===== src/rtl/lc3b_reg_scoreboard.sv =====
// Register/CC pending-write scoreboard for the LC-3b pipeline, generating the decode dependency stall.
// Define SCOREBOARD_BYPASS_EN to let a source retiring this cycle (count 1, no same-cycle issue) skip the stall.
module lc3b_reg_scoreboard #(
   parameter int CNT_W = 2
) (
   input  logic       clk,
   input  logic       reset_n,
   input  logic       issue_valid,
   input  logic       issue_ld_reg,
   input  logic [2:0] issue_drid,
   input  logic       issue_ld_cc,
   input  logic       wb_valid,
   input  logic       wb_ld_reg,
   input  logic [2:0] wb_drid,
   input  logic       wb_ld_cc,
   input  logic       kill_valid,
   input  logic       kill_ld_reg,
   input  logic [2:0] kill_drid,
   input  logic       kill_ld_cc,
   input  logic [2:0] sr1,
   input  logic [2:0] sr2,
   input  logic       sr1_needed,
   input  logic       sr2_needed,
   input  logic       dec_valid,
   input  logic [3:0] dec_opcode,
   output logic       dep_stall,
   output logic [7:0] busy_vec,
   output logic       cc_busy,
   output logic       sb_error
);

   localparam logic [3:0] OP_BR = 4'b0000;
   localparam int SUM_W = CNT_W + 2;
   localparam logic signed [SUM_W-1:0] CNT_MAX = SUM_W'((1 << CNT_W) - 1);

   typedef logic [CNT_W-1:0] cnt_t;
   typedef struct packed {
      cnt_t cnt;
      logic err;
   } upd_t;

   cnt_t cnt_q [8];
   cnt_t cnt_d [8];
   cnt_t cnt_cc_q, cnt_cc_d;
   logic sb_error_q, sb_error_d;

   logic [7:0] inc_reg, wb_reg, kill_reg, bypass_reg, stall_reg;
   logic       inc_cc, wb_cc, kill_cc, bypass_cc, stall_cc;

   // Widened signed sum so a net delta of -2..+1 can be seen past either rail before clamping.
   function automatic upd_t next_cnt(input cnt_t cur, input logic inc, input logic dec_a,
                                     input logic dec_b);
      logic signed [SUM_W-1:0] sum;
      upd_t r;
      sum = $signed(SUM_W'(cur)) + $signed(SUM_W'(inc))
          - $signed(SUM_W'(dec_a)) - $signed(SUM_W'(dec_b));
      if (sum > CNT_MAX) begin
         r.cnt = '1;
         r.err = 1'b1;
      end else if (sum < 0) begin
         r.cnt = '0;
         r.err = 1'b1;
      end else begin
         r.cnt = sum[CNT_W-1:0];
         r.err = 1'b0;
      end
      return r;
   endfunction

   // NOTE: every variable assigned in always_comb gets a default first, so no path infers a latch.
   always_comb begin
      upd_t u;
      sb_error_d = sb_error_q;
      for (int i = 0; i < 8; i++) begin
         inc_reg[i]  = issue_valid & issue_ld_reg & (issue_drid == 3'(i));
         wb_reg[i]   = wb_valid & wb_ld_reg & (wb_drid == 3'(i));
         kill_reg[i] = kill_valid & kill_ld_reg & (kill_drid == 3'(i));
         u           = next_cnt(cnt_q[i], inc_reg[i], wb_reg[i], kill_reg[i]);
         cnt_d[i]    = u.cnt;
         sb_error_d  = sb_error_d | u.err;
      end
      inc_cc     = issue_valid & issue_ld_cc;
      wb_cc      = wb_valid & wb_ld_cc;
      kill_cc    = kill_valid & kill_ld_cc;
      u          = next_cnt(cnt_cc_q, inc_cc, wb_cc, kill_cc);
      cnt_cc_d   = u.cnt;
      sb_error_d = sb_error_d | u.err;
   end

   always_comb begin
      for (int i = 0; i < 8; i++) begin
`ifdef SCOREBOARD_BYPASS_EN
         bypass_reg[i] = (cnt_q[i] == cnt_t'(1)) & wb_reg[i] & ~inc_reg[i];
`else
         bypass_reg[i] = 1'b0;
`endif
         stall_reg[i] = (cnt_q[i] != '0) & ~bypass_reg[i];
      end
`ifdef SCOREBOARD_BYPASS_EN
      bypass_cc = (cnt_cc_q == cnt_t'(1)) & wb_cc & ~inc_cc;
`else
      bypass_cc = 1'b0;
`endif
      stall_cc  = (cnt_cc_q != '0) & ~bypass_cc;
      dep_stall = dec_valid & ((sr1_needed & stall_reg[sr1]) |
                               (sr2_needed & stall_reg[sr2]) |
                               ((dec_opcode == OP_BR) & stall_cc));
   end

   // NOTE: the counters are architectural tracking state, so every entry is reset, not just a valid bit.
   always_ff @(posedge clk or negedge reset_n) begin
      if (!reset_n) begin
         for (int i = 0; i < 8; i++) cnt_q[i] <= '0;
         cnt_cc_q   <= '0;
         sb_error_q <= 1'b0;
      end else begin
         // NOTE: non-blocking assignments keep all state updates ordered against the same old values.
         for (int i = 0; i < 8; i++) cnt_q[i] <= cnt_d[i];
         cnt_cc_q   <= cnt_cc_d;
         sb_error_q <= sb_error_d;
      end
   end

   always_comb begin
      for (int i = 0; i < 8; i++) busy_vec[i] = (cnt_q[i] != '0);
   end
   assign cc_busy  = (cnt_cc_q != '0);
   assign sb_error = sb_error_q;

endmodule


===== config.mk =====
export PLATFORM = sky130hd
export DESIGN_NAME = lc3b_reg_scoreboard
export DESIGN_NICKNAME = d
export VERILOG_FILES = /design/src/rtl/lc3b_reg_scoreboard.sv
export SDC_FILE = /design/constraint.sdc
export NUM_CORES = 1
export LEC_CHECK = 0
export ABC_AREA = 0
export CAP_MARGIN = 20
export CORE_AREA = 2 2 73 75
export CTS_BUF_LIST = sky130_fd_sc_hd__clkbuf_16
export CTS_CLUSTER_DIAMETER = 100
export DETAILED_ROUTE_END_ITERATION = 8
export DIE_AREA = 0 0 75 77
export PLACE_DENSITY = 0.67
export SETUP_SLACK_MARGIN = 0.5
export SLEW_MARGIN = 25
export SYNTH_ARGS = -nofsm -noshare
export SYNTH_HDL_FRONTEND = slang
export SYNTH_SLANG_ARGS = --single-unit

===== constraint.sdc =====
create_clock -name clk -period 2.9 [get_ports clk]
set_input_delay 0.87 -clock clk [delete_from_list [all_inputs] [get_ports clk]]
set_output_delay 0.87 -clock clk [all_outputs]
set_load 0.01 [all_outputs]

---- Yosys cells after proc, flatten, opt, wreduce, memory -nomap -nowiden ----
Index checks and enable logic that the tools add are counted.
cells by class
  $add $sub $neg .......................... 27
  order comparisons ....................... 20
  equality and inequality tests ........... 21
  multiplexer cells ....................... 22
  bitwise operators ....................... 45
  reductions and logical operators ........ 13
operator list
  cell                                                                          number
  3-bit two-way mux                                                             18
  3-bit equality test, second input constant                                    12
  4-bit by 3-bit > comparator with 1-bit output, second input constant          9
  4-bit by 1-bit less-than comparator with 1-bit output, second input constant  9
  3-bit by 1-bit subtractor with 4-bit output                                   9
  4-bit by 2-bit subtractor with 4-bit output                                   9
  1-bit AND                                                                     34
  2-bit by 1-bit adder with 3-bit output                                        9
  3-bit by 2-bit equality test with 1-bit output, second input constant         6
  2-bit nonzero test                                                            9
  1-bit OR                                                                      11
  3-bit by 1-bit equality test with 1-bit output, second input constant         3
  3-bit logical NOT                                                             3
  3-bit by 4-bit less-than comparator with 1-bit output, second input constant  2
  1-bit binary-select mux with 3-bit select                                     2
  4-bit logical NOT                                                             1
  1-bit two-way mux                                                             2
word-level totals
  register bits ........................... 19
  input port bits ......................... 33
  output and inout port bits .............. 11
  word-level logic and storage cells ...... 158

---- Logic depth before layout (Yosys ltp) ----
Gate-level depths: netlist (run 1).
  word-level depth ........................ 17
  depth in mapped cells ................... 11
  gate-level depth less buffers ........... 11

---- Worst setup path before layout (run 1) ----
No wires, ideal clock.
  kind .................................... input-to-reg
  from .................................... input port wb_drid[2]
  to ...................................... register sb_error_q, in the netlist sb_error
  setup time .............................. 0.131 ns
  arrival ................................. 2.869 ns
  data required time ...................... 2.769 ns
  setup slack ............................. -0.101 ns
  cell stages on the path ................. 8
  path buffers ............................ 0
  path through ............................ nand3b_1 -> or3_1 -> fa_1 -> ha_1 -> ha_1 -> ha_1 -> nand4_1 -> or3_1
on the way
  longest elaborated chain between the ends .. 16
  elaborated cells between the ends (all ways) .. 73
  those cells by class .................... 16 x add/sub; 16 x order compare; 7 x eq/ne; 16 x mux; 17 x bitwise; 1 x reduce/logical
ends and longest elaborated chain
  element                                                RTL line  text
  start, declared                                        14        input logic [2:0] wb_drid,
  3-bit logical NOT                                      76        wb_reg[i] = wb_valid & wb_ld_reg & (wb_drid == 3'(i));
  1-bit AND                                              76
  3-bit by 1-bit subtractor with 4-bit output            56        - $signed(SUM_W'(dec_a)) - $signed(SUM_W'(dec_b));
  4-bit by 2-bit subtractor with 4-bit output            56
  4-bit by 1-bit less-than comparator with 1-bit output  60        end else if (sum < 0) begin
  3-bit two-way mux                                      60
  3-bit two-way mux                                      57        if (sum > CNT_MAX) begin
  1-bit OR (7 in series)                                 80        sb_error_d = sb_error_d | u.err;
  1-bit OR (*)                                           80
  1-bit OR (*)                                           87        sb_error_d = sb_error_d | u.err;
  via sb_error_d                                         45        logic sb_error_q, sb_error_d;
  end signal, assigned                                   120       sb_error_q <= sb_error_d;
  end, declared                                          45
Mark *: on every way through the listed nets, which the timed path passes. The rest lies on a longest branch.

---- Worst setup path in the final report (run 1) ----
Ends and elaborated chain as after synthesis.

==> results of run 1 <==
[cells in the final DEF (no fill, tap or decap), types with 4 or more instances in the layout]
cell type,count
buf_6,22
inv_2,17
a21o_1,9
dfrtp_1,19
fa_1,4
or2_1,4
nor2_1,8
clkdlybuf4s50_1,21
nor2_2,5
fa_2,14
nand2_1,7
dlygate4sd2_1,4
inv_1,57
buf_4,31
ha_2,4
nor3_2,4
ha_1,17
ha_4,24
nand2b_4,4
buf_2,5
dlymetal6s2s_1,4
nor2_4,8
[per-stage QoR]
stage	power, mW	hold WS, ns	area (um^2)	std cells
global placement	1.41	0.560	2980	384
global route	2.13	0.639	3750	409
finish	1.96	0.614	3750	409
detailed placement	1.45	0.575	2980	384
CTS	1.90	0.598	3580	404
floorplan	1.02	0.549	2260	244
[flip-flops by register name, indices dropped and copies added, names as in the netlist]
signal / cells
sb_error: 1
cnt_q: 16
cnt_cc_q: 2
[path summary, 6_finish.rpt]
| kind | to | slack (ns) | start |
|---|---|---|---|
| worst max-delay path | sb_error | -0.02 | wb_drid[2] |
| worst min-delay path | cnt_q[5] | 0.61 | cnt_q[5] |
| max in group asynchronous | cnt_q[5] | 1.72 | reset_n |
| worst min register to register | cnt_q[5] | 0.61 | cnt_q[5] |
| min in group asynchronous | sb_error | 0.95 | reset_n |
| worst max register to register | sb_error | 0.65 | cnt_q[6] |
[layout make-up]
cell class                      count  area share, %
Multi-Input combinational cell    148           52.3
Clock buffer                        3           2.00
Timing Repair Buffer               91           22.6
Inverter                           77           7.92
Tap cell                           70           2.34
Sequential cell                    19           12.7
Clock inverter                      1          0.200
[routing by layer]
metal	part of all wire (%)	wire (um)	track usage [%]	vias up
li1	-	-	-	926
met1	40	2560	27.4	972
met2	55	3490	42.8	37
met3	3.0	194	2.50	13
met4	2.1	131	4.82	0
met5	0	0	0	-
[where the power goes]
group	internal [mW]	total (mW)	leakage (nW)	switching, mW
Sequential	0.391	0.484	0.227	0.0936
Clock	0.187	0.305	0.0371	0.118
Combinational	0.570	1.17	1.44	0.601
[repair_timing]
item | CTS | global route
pin swaps | 31 | 27
endpoints found under the setup margin | 21 | 20
endpoints found under the hold margin | 0 | 0
gates cloned | 0 | 0
buffers inserted | 16 | 5
gates resized for setup | 155 | 45
[cells by family (layout without fill, tap and decap cells)]
family / Yosys count / after routing / share of synthesized area [%]
buffers and inverters: 77 / 172 / 13.2
and+or+nand+nor: 65 / 65 / 15.1
adders and majority gates: 63 / 63 / 42.1
DFF: 19 / 19 / 21.7
AOI/OAI and AO/OA: 18 / 18 / 6.34
muxes: 2 / 2 / 1.48
==> impl_metrics.py, run 1 <==
metrics = {
    "sta": {
        "max_clock_freq_mhz": 342,
        "period_share_pct": 101,
        "hold_viol_final": 0,
        "finalMaxSlewViolations": 0,
        "setup-tns-final_ns": -0.0229,
        "setup_viol": 1,
        "slew-limit-headroom_pct": 79.4,
        "worst_pin_slew_ns": 0.304,
        "fin_ws_ns": -0.0229,
        "fin_skew_ns": 0.00743,
        "grt_setup_unrepaired": "yes",
        "fin_crit_ns": 2.92,
    },
    "yosys": {
        "synth_top_cell_by_area": "ha_1",
        "syn-num-nets": 340,
        "yosys_warnings": 0,
        "synthCells": 244,
        "synth-edff-count": 0,
        "synth.avg_cell_area_um2": 8.98,
        "synth-seq-cells": 19,
        "yosysMostFrequentCell": "inv_1",
        "synth_top_cell_area_share_pct": 25.7,
        "synthArstFlopShare_pct": 100,
        "synth-main-ff-cell": "dfrtp_1",
        "yosys-top-cells-area": "ha_1, dfrtp_1, fa_1",
        "ys_seq_area_share_pct": 21.7,
        "syn_area_um2": 2190,
        "synth.distinct_cells": 31,
        "synthTopCellsByCount": "inv_1, ha_1, nor2_1",
    },
    "layout": {
        "seq_area_um2": 475,
        "final_util_pct": 75.3,
        "fillers": 340,
        "nets": 436,
        "drive_gt1_share_pct": 48.1,
        "diodes": 0,
        "multi_input_area_um2": 1960,
        "area_growth_pct": 71.0,
    },
    "routing": {
        "dr.pass1.iters": 4,
        "drc": 0,
        "drtAntennaViolNets": 0,
        "routed_via_density": 4.76,
        "wire_per_inst_um": 15.6,
        "drtIter0Drc": 60,
        "vias": 1948,
        "wl_mm": 6.38,
    },
    "placed_design": {
        "portBuffers": 43,
        "dp_hpwl_mm": 4.23,
        "place_congestion": 0.805,
        "pre_cts_slack_ns": -0.694,
    },
    "floorplan": {
        "start_util_pct": 44.0,
        "io_pins": 44,
        "core_area_um2": 4980,
        "die_h_um": 77,
        "fp.dieArea_um2": 5780,
        "die_width_um": 75,
        "rows": 26,
    },
    "critical_path": {
        "worstSetupPathType": "primary input to flip-flop",
        "worstPathMaxFanout": 3,
        "slowest_delay_ns": 0.45,
        "cp.required_ns": 3.04,
        "crit_slowest_cell": "fa_2",
        "crit_path_cell_trace": "buf_6 > nand3b_1 > buf_6 > buf_6 > nor2_4 > fa_2 > inv_2 > ha_4 > ha_4 > inv_4 > ha_4 > nand2_1 > or3_1",
        "endpoint_kind": "flip-flop",
        "cpLargestDelayFamily": "adder cells",
        "reg2regPathDepth": 9,
        "crit_buf_inv": 5,
        "startpoint_type": "primary input",
        "worst_ep_arrival_time_ns": 3.07,
        "cp.depth": 13,
    },
    "global_route": {
        "grt_use_total_pct": 23.0,
        "grt.overflow.total": 0,
        "grt_pass1_wl_mm": 9.98,
        "first_global_vias": 2153,
        "antenna_found_initial": 0,
        "grt_max_degree": 20,
    },
    "pwr": {
        "ir_drop_uv": 351,
        "leakage_nw": 1.71,
        "power.density_nw_per_um2": 523,
    },
    "clocking": {
        "cts_hold_buf": 0,
        "cts-buffers-inserted": 3,
        "clk_path_buf_depth": 2,
        "cts_tree": "done",
        "clkTransAtPathRegs_ns": 0.06,
        "insertion_delay_ns": 0.26,
        "cts_max_level": 1,
        "clockRootBuffer": "clkbuf_16",
        "cts.sinks": 19,
    },
    "min_path": {
        "hp-class": "flip-flop to flip-flop",
        "whs_path_depth": 1,
    },
    "outcome": {
        "status": "finished with violations",
        "violations": "setup timing",
    },
    "flow_run": {
        "cap_violations": 0,
    },
}
Note: power is estimated with default switching activity, not from simulation.
==> run 2: changes to the inputs <==
- CORE_AREA: 2 2 73 75 -> 2 2 74 76
- DIE_AREA: 0 0 75 77 -> 0 0 76 78
- DONT_BUFFER_PORTS: not set -> 1
- PLACE_DENSITY: 0.67 -> 0.54
- REMOVE_ABC_BUFFERS: not set -> 1
==> run 2 against run 1 <==
- sequential share of layout area grew 4.5 points
- the flow now finishes without violations
- largest power group unchanged
- first-iteration DRC count increased by 12%
- combinational power down 32%
- register-to-register slack is essentially flat
==> impl_metrics.py, run 2 (synthesized netlist as in run 1, its figures left out) <==
metrics = {
    "routing": {
        "drtAntennaViolNets": 0,
        "vias": 1588,
        "dr.pass1.iters": 4,
        "drc": 0,
        "wire_per_inst_um": 14.8,
        "routed_via_density": 4.75,
        "drtIter0Drc": 67,
        "wl_mm": 4.93,
    },
    "critical_path": {
        "endpoint_kind": "flip-flop",
        "startpoint": "kill_drid[1]",
        "crit_slowest_cell": "fa_2",
        "endpoint": "sb_error",
        "crit_path_cell_trace": "nand3b_1 > or3_4 > fa_2 > ha_4 > ha_4 > ha_1 > nand4_1 > or3_1",
        "startpoint_type": "primary input",
        "reg2regPathDepth": 8,
        "worst_ep_arrival_time_ns": 2.94,
        "r2r_start": "cnt_q[2]",
        "r2r_end": "sb_error",
        "worstPathMaxFanout": 2,
        "worstSetupPathType": "primary input to flip-flop",
        "cp.required_ns": 3.04,
        "slowest_delay_ns": 0.49,
        "crit_top_cell": "ha_4",
        "reg2reg_slack_ns": 0.65,
    },
    "clocking": {
        "cts-buffers-inserted": 3,
        "cts_hold_buf": 0,
        "clkTransAtPathRegs_ns": 0.06,
        "clk_path_buf_depth": 2,
        "cts.sinks": 19,
        "cts_tree": "done",
        "clockRootBuffer": "clkbuf_16",
        "cts_max_level": 1,
        "insertion_delay_ns": 0.26,
    },
    "sta": {
        "slew-limit-headroom_pct": 76.9,
        "hold_viol_final": 0,
        "grt_setup_unrepaired": "yes",
        "worst_pin_slew_ns": 0.344,
        "fin_ws_ns": 0.0933,
        "period_share_pct": 96.8,
        "whs_ns": 0.302,
        "max_clock_freq_mhz": 356,
        "finalMaxSlewViolations": 0,
        "setup_viol": 0,
        "fin_crit_ns": 2.81,
        "fin_skew_ns": 0.00252,
    },
    "global_route": {
        "grt.overflow.total": 0,
        "grt_use_total_pct": 17.3,
        "grt_max_degree": 20,
        "first_global_vias": 1629,
        "antenna_found_initial": 0,
        "grt_pass1_wl_mm": 7.80,
    },
    "pwr": {
        "clockPowerShare_pct": 19.1,
        "switchingPower_uw": 665,
        "ir_drop_uv": 283,
        "intPower_uw": 905,
        "total_power_mw": 1.57,
        "p_seq_share_pct": 30.6,
        "power.density_nw_per_um2": 569,
        "leakage_nw": 1.30,
        "comb_power_share_pct": 50.4,
        "p_sw_share_pct": 42.4,
    },
    "layout": {
        "regMostFlops": "cnt_q",
        "multi_input_area_um2": 1690,
        "nets": 361,
        "drive_gt1_share_pct": 26.1,
        "final_cell_mix": "inv_1, ha_1, dfrtp_1",
        "diodes": 0,
        "seq_area_um2": 475,
        "largest_register_ffs": 16,
        "area_growth_pct": 25.9,
        "mostFrequentLayoutCell": "inv_1",
        "fillers": 461,
        "instances_no_fill": 334,
    },
    "flow_run": {
        "cap_violations": 0,
    },
    "placed_design": {
        "place_congestion": 0.821,
        "pre_cts_slack_ns": -0.217,
        "dp_hpwl_mm": 3.99,
        "portBuffers": 0,
        "dp.cells": 328,
    },
    "floorplan": {
        "die_h_um": 78,
        "fp.dieArea_um2": 5930,
        "start_util_pct": 43.4,
        "rows": 26,
        "die_width_um": 76,
        "core_area_um2": 5040,
        "io_pins": 44,
    },
    "outcome": {
        "status": "complete, no violations",
    },
    "min_path": {
        "hp-class": "primary input to asynchronous set/reset pin",
    },
}
## run 2: changes by cell type in the layout (fill, tap and decap cells not counted), sizes merged
cell,previous run,this run
clkdlybuf4s50,21,0
dlymetal6s2s,4,0
clkinv,0,1
buf,60,16
dlygate4sd2,4,0
clkbuf,4,3
clkinvlp,1,0
clkdlybuf4s15,1,0
## run 2: worst min path at each step
stage	cells past startpoint	to	slack, ns	start
after floorplan	1	cnt_q[9]	0.55	cnt_q[9]
after global placement	1	cnt_q[9]	0.57	cnt_q[9]
after detailed placement	0	cnt_q[9]	0.58	reset_n
after CTS	0	cnt_q[9]	0.30	reset_n
after global routing	0	cnt_q[9]	0.29	reset_n
final	0	cnt_q[9]	0.30	reset_n
## run 2: what timing repair did
item,CTS,global route
buffers inserted,0,2
pin swaps,2,12
endpoints found under the setup margin,5,10
resized for setup,16,50
## run 2: final cells by class
| cell class | instances | share of cell area (%) |
|---|---|---|
| tap | 70 | 3.18 |
| clock buffer | 3 | 2.72 |
| timing repair buffer | 16 | 4.76 |
| inverter | 77 | 10.5 |
| sequential | 19 | 17.2 |
| clock inverter | 1 | 0.181 |
| multi-input combinational | 148 | 61.4 |
## run 2: critical path, delay by kind of cell
family                     cells  cell delay [ns]
adders and majority gates      4             1.11
and+or+nand+nor                4             0.97
## run 2: through the flow
stage,utilization (%),instance area [um^2],TNS (ns)
3_3_place_gp,47.3,2380,-0.161
6_report,54.7,2760,0
2_1_floorplan,-,2190,-0.101
5_1_grt,54.7,2760,0
3_5_place_dp,47.3,2380,-0.217
4_1_cts,50.1,2530,0
## run 2: power by group through the flow
stage | clock (mW) | combinational, mW | sequential, mW
6_report | 0.300 | 0.790 | 0.480
4_1_cts | 0.306 | 0.744 | 0.483
2_1_floorplan | 0 | 0.542 | 0.462
3_3_place_gp | 0 | 0.703 | 0.484
3_5_place_dp | 0 | 0.710 | 0.486
5_1_grt | 0.315 | 0.919 | 0.503
## run 2: per-layer routing
| layer | vias up | routed length [um] | global-route usage (%) |
|---|---|---|---|
| li1 | 776 | - | - |
| met1 | 762 | 2140 | 23.1 |
| met2 | 48 | 2320 | 27.9 |
| met3 | 2 | 437 | 5.35 |
| met4 | 0 | 34 | 3.27 |
| met5 | - | 0 | 0 |
==> run 3: changes to the inputs <==
- GPL_TIMING_DRIVEN: not set -> 0
- PLACE_DENSITY: 0.54 -> not set
==> run 3 against run 2 <==
- power is 0.96% lower
- flip-flop and latch count stayed put
- largest power group unchanged
- utilization is 1.9 points lower
- combinational power is 2% lower
- via count is 1.7% lower
- critical path depth stayed put
- first-iteration DRC count is 4.5% lower
- setup slack worse by 0.079 ns
- non-clock buffer count is 6 lower
==> impl_metrics.py, run 3 (synthesized netlist as in run 1, its figures left out) <==
metrics = {
    "global_route": {
        "grt_use_total_pct": 16.5,
        "grt_max_degree": 20,
        "grt_pass1_wl_mm": 7.62,
        "antenna_found_initial": 0,
        "first_global_vias": 1582,
        "grt.overflow.total": 0,
    },
    "clocking": {
        "clk_path_buf_depth": 2,
        "clkTransAtPathRegs_ns": 0.06,
        "cts_tree": "done",
        "cts_max_level": 1,
        "cts-buffers-inserted": 3,
        "insertion_delay_ns": 0.26,
        "cts.sinks": 19,
        "clockRootBuffer": "clkbuf_16",
    },
    "routing": {
        "drc": 0,
        "drtIter0Drc": 64,
        "highest_layer": "met4",
        "routed_via_density": 4.76,
        "dr.pass1.iters": 4,
        "wl_met1_mm": 2.01,
        "wl_mm": 4.57,
        "wire_per_inst_um": 13.9,
        "vias": 1561,
        "wl_met3_um": 363,
        "drtAntennaViolNets": 0,
        "met2_length_mm": 2.14,
    },
    "layout": {
        "mostFrequentLayoutCell": "inv_1",
        "multi_input_area_um2": 1640,
        "final_cell_mix": "inv_1, ha_1, dfrtp_1, nor2_1, fa_1",
        "diodes": 0,
        "largest_register_ffs": 16,
        "regMostFlops": "cnt_q",
        "nets": 355,
        "drive_gt1_share_pct": 24.4,
        "seq_area_um2": 475,
        "fillers": 474,
        "area_growth_pct": 21.5,
    },
    "pwr": {
        "switchingPower_uw": 647,
        "clockPowerShare_pct": 19.4,
        "total_power_mw": 1.55,
        "power.density_nw_per_um2": 584,
        "p_seq_share_pct": 30.8,
        "leakage_nw": 1.26,
        "ir_drop_uv": 321,
        "comb_power_share_pct": 49.8,
        "intPower_uw": 908,
        "p_sw_share_pct": 41.6,
    },
    "sta": {
        "slew-limit-headroom_pct": 73.7,
        "period_share_pct": 99.5,
        "fin_skew_ns": 0.00183,
        "hold_viol_final": 0,
        "setup-tns-final_ns": 0,
        "grt_setup_unrepaired": "yes",
        "setup_viol": 0,
        "finalMaxSlewViolations": 0,
        "worst_pin_slew_ns": 0.390,
        "fin_crit_ns": 2.89,
        "max_clock_freq_mhz": 347,
    },
    "critical_path": {
        "endpoint_kind": "flip-flop",
        "worstSetupPathType": "primary input to flip-flop",
        "cp.required_ns": 3.04,
        "startpoint_type": "primary input",
        "worst_ep_arrival_time_ns": 3.02,
        "worstPathMaxFanout": 4,
    },
    "placed_design": {
        "dp_hpwl_mm": 3.65,
        "place_congestion": 0.872,
        "portBuffers": 0,
    },
    "floorplan": {
        "die_h_um": 78,
        "rows": 26,
        "fp.dieArea_um2": 5930,
        "io_pins": 44,
        "die_width_um": 76,
        "core_area_um2": 5040,
        "start_util_pct": 43.4,
    },
    "outcome": {
        "status": "complete, no violations",
    },
    "min_path": {
        "hp-class": "primary input to asynchronous set/reset pin",
    },
    "flow_run": {
        "cap_violations": 0,
    },
}
==> run 3: changes by cell type in the layout (fill, tap and decap cells not counted), moves of 2 or more <==
cell / delta
nor3b_1: +2
buf_4: -5
nor3b_2: -2
nor2_1: +4
inv_1: -5
ha_4: -2
inv_2: +4
nor2_4: -3
==> run 3: layer usage <==
metal,up-vias,track usage [%]
li1,764,-
met1,743,22.2
met2,49,26.4
met3,5,4.30
met4,0,4.36
met5,-,0
==> run 3: worst paths after layout <==
path	from	endpoint	slack (ns)	cells past startpoint
setup / recovery	kill_drid[1]	sb_error	0.01	8
hold / removal	reset_n	cnt_cc_q[0]	0.30	0
setup reg to reg	cnt_q[2]	sb_error	0.64	8
hold reg to reg	cnt_q[9]	cnt_q[9]	0.58	1
max in group asynchronous	reset_n	cnt_q[1]	2.52	0
min in group clk	cnt_q[9]	cnt_q[9]	0.58	1
==> run 3: stage by stage <==
stage               instance area (um^2)  hold slack (ns)  worst slack [ns]  instances  utilization [%]
global route                        2660            0.294           -0.0490        328             52.8
floorplan                           2190            0.549            -0.101        244                -
CTS                                 2470            0.301           -0.0108        321             48.9
detailed placement                  2280            0.574            -0.351        314             45.2
global placement                    2280            0.563            -0.344        314             45.2
finish                              2660            0.302            0.0148        328             52.8
==> run 3: timing repair <==
item	in CTS	in global routing
endpoints found under the setup margin	4	11
pin swaps	6	12
setup buffers	3	7
gates resized for setup	22	37
hold buffers	0	0
==> run 3: power by group through the flow <==
stage | clock network (mW) | registers [mW] | logic [mW]
5_1_grt | 0.317 | 0.503 | 0.912
3_5_place_dp | 0 | 0.487 | 0.674
3_3_place_gp | 0 | 0.483 | 0.660
2_1_floorplan | 0 | 0.462 | 0.542
4_1_cts | 0.304 | 0.481 | 0.736
6_report | 0.302 | 0.479 | 0.774
==> run 3: worst max-delay path: stages <==
cell,delay [ns]
nand3b_1,0.24
or3_4,0.42
fa_2,0.44
ha_4,0.19
ha_4,0.16
ha_4,0.25
nand4_1,0.12
or3_1,0.32
==> run 3: final cells by class <==
| cell class | instances | share of cell area, % |
|---|---|---|
| Timing Repair Buffer | 10 | 3.10 |
| Inverter | 77 | 11.0 |
| Multi-Input combinational cell | 148 | 61.8 |
| Sequential cell | 19 | 17.9 |
| Clock buffer | 3 | 2.82 |
| Clock inverter | 1 | 0.188 |
| Tap cell | 70 | 3.29 |
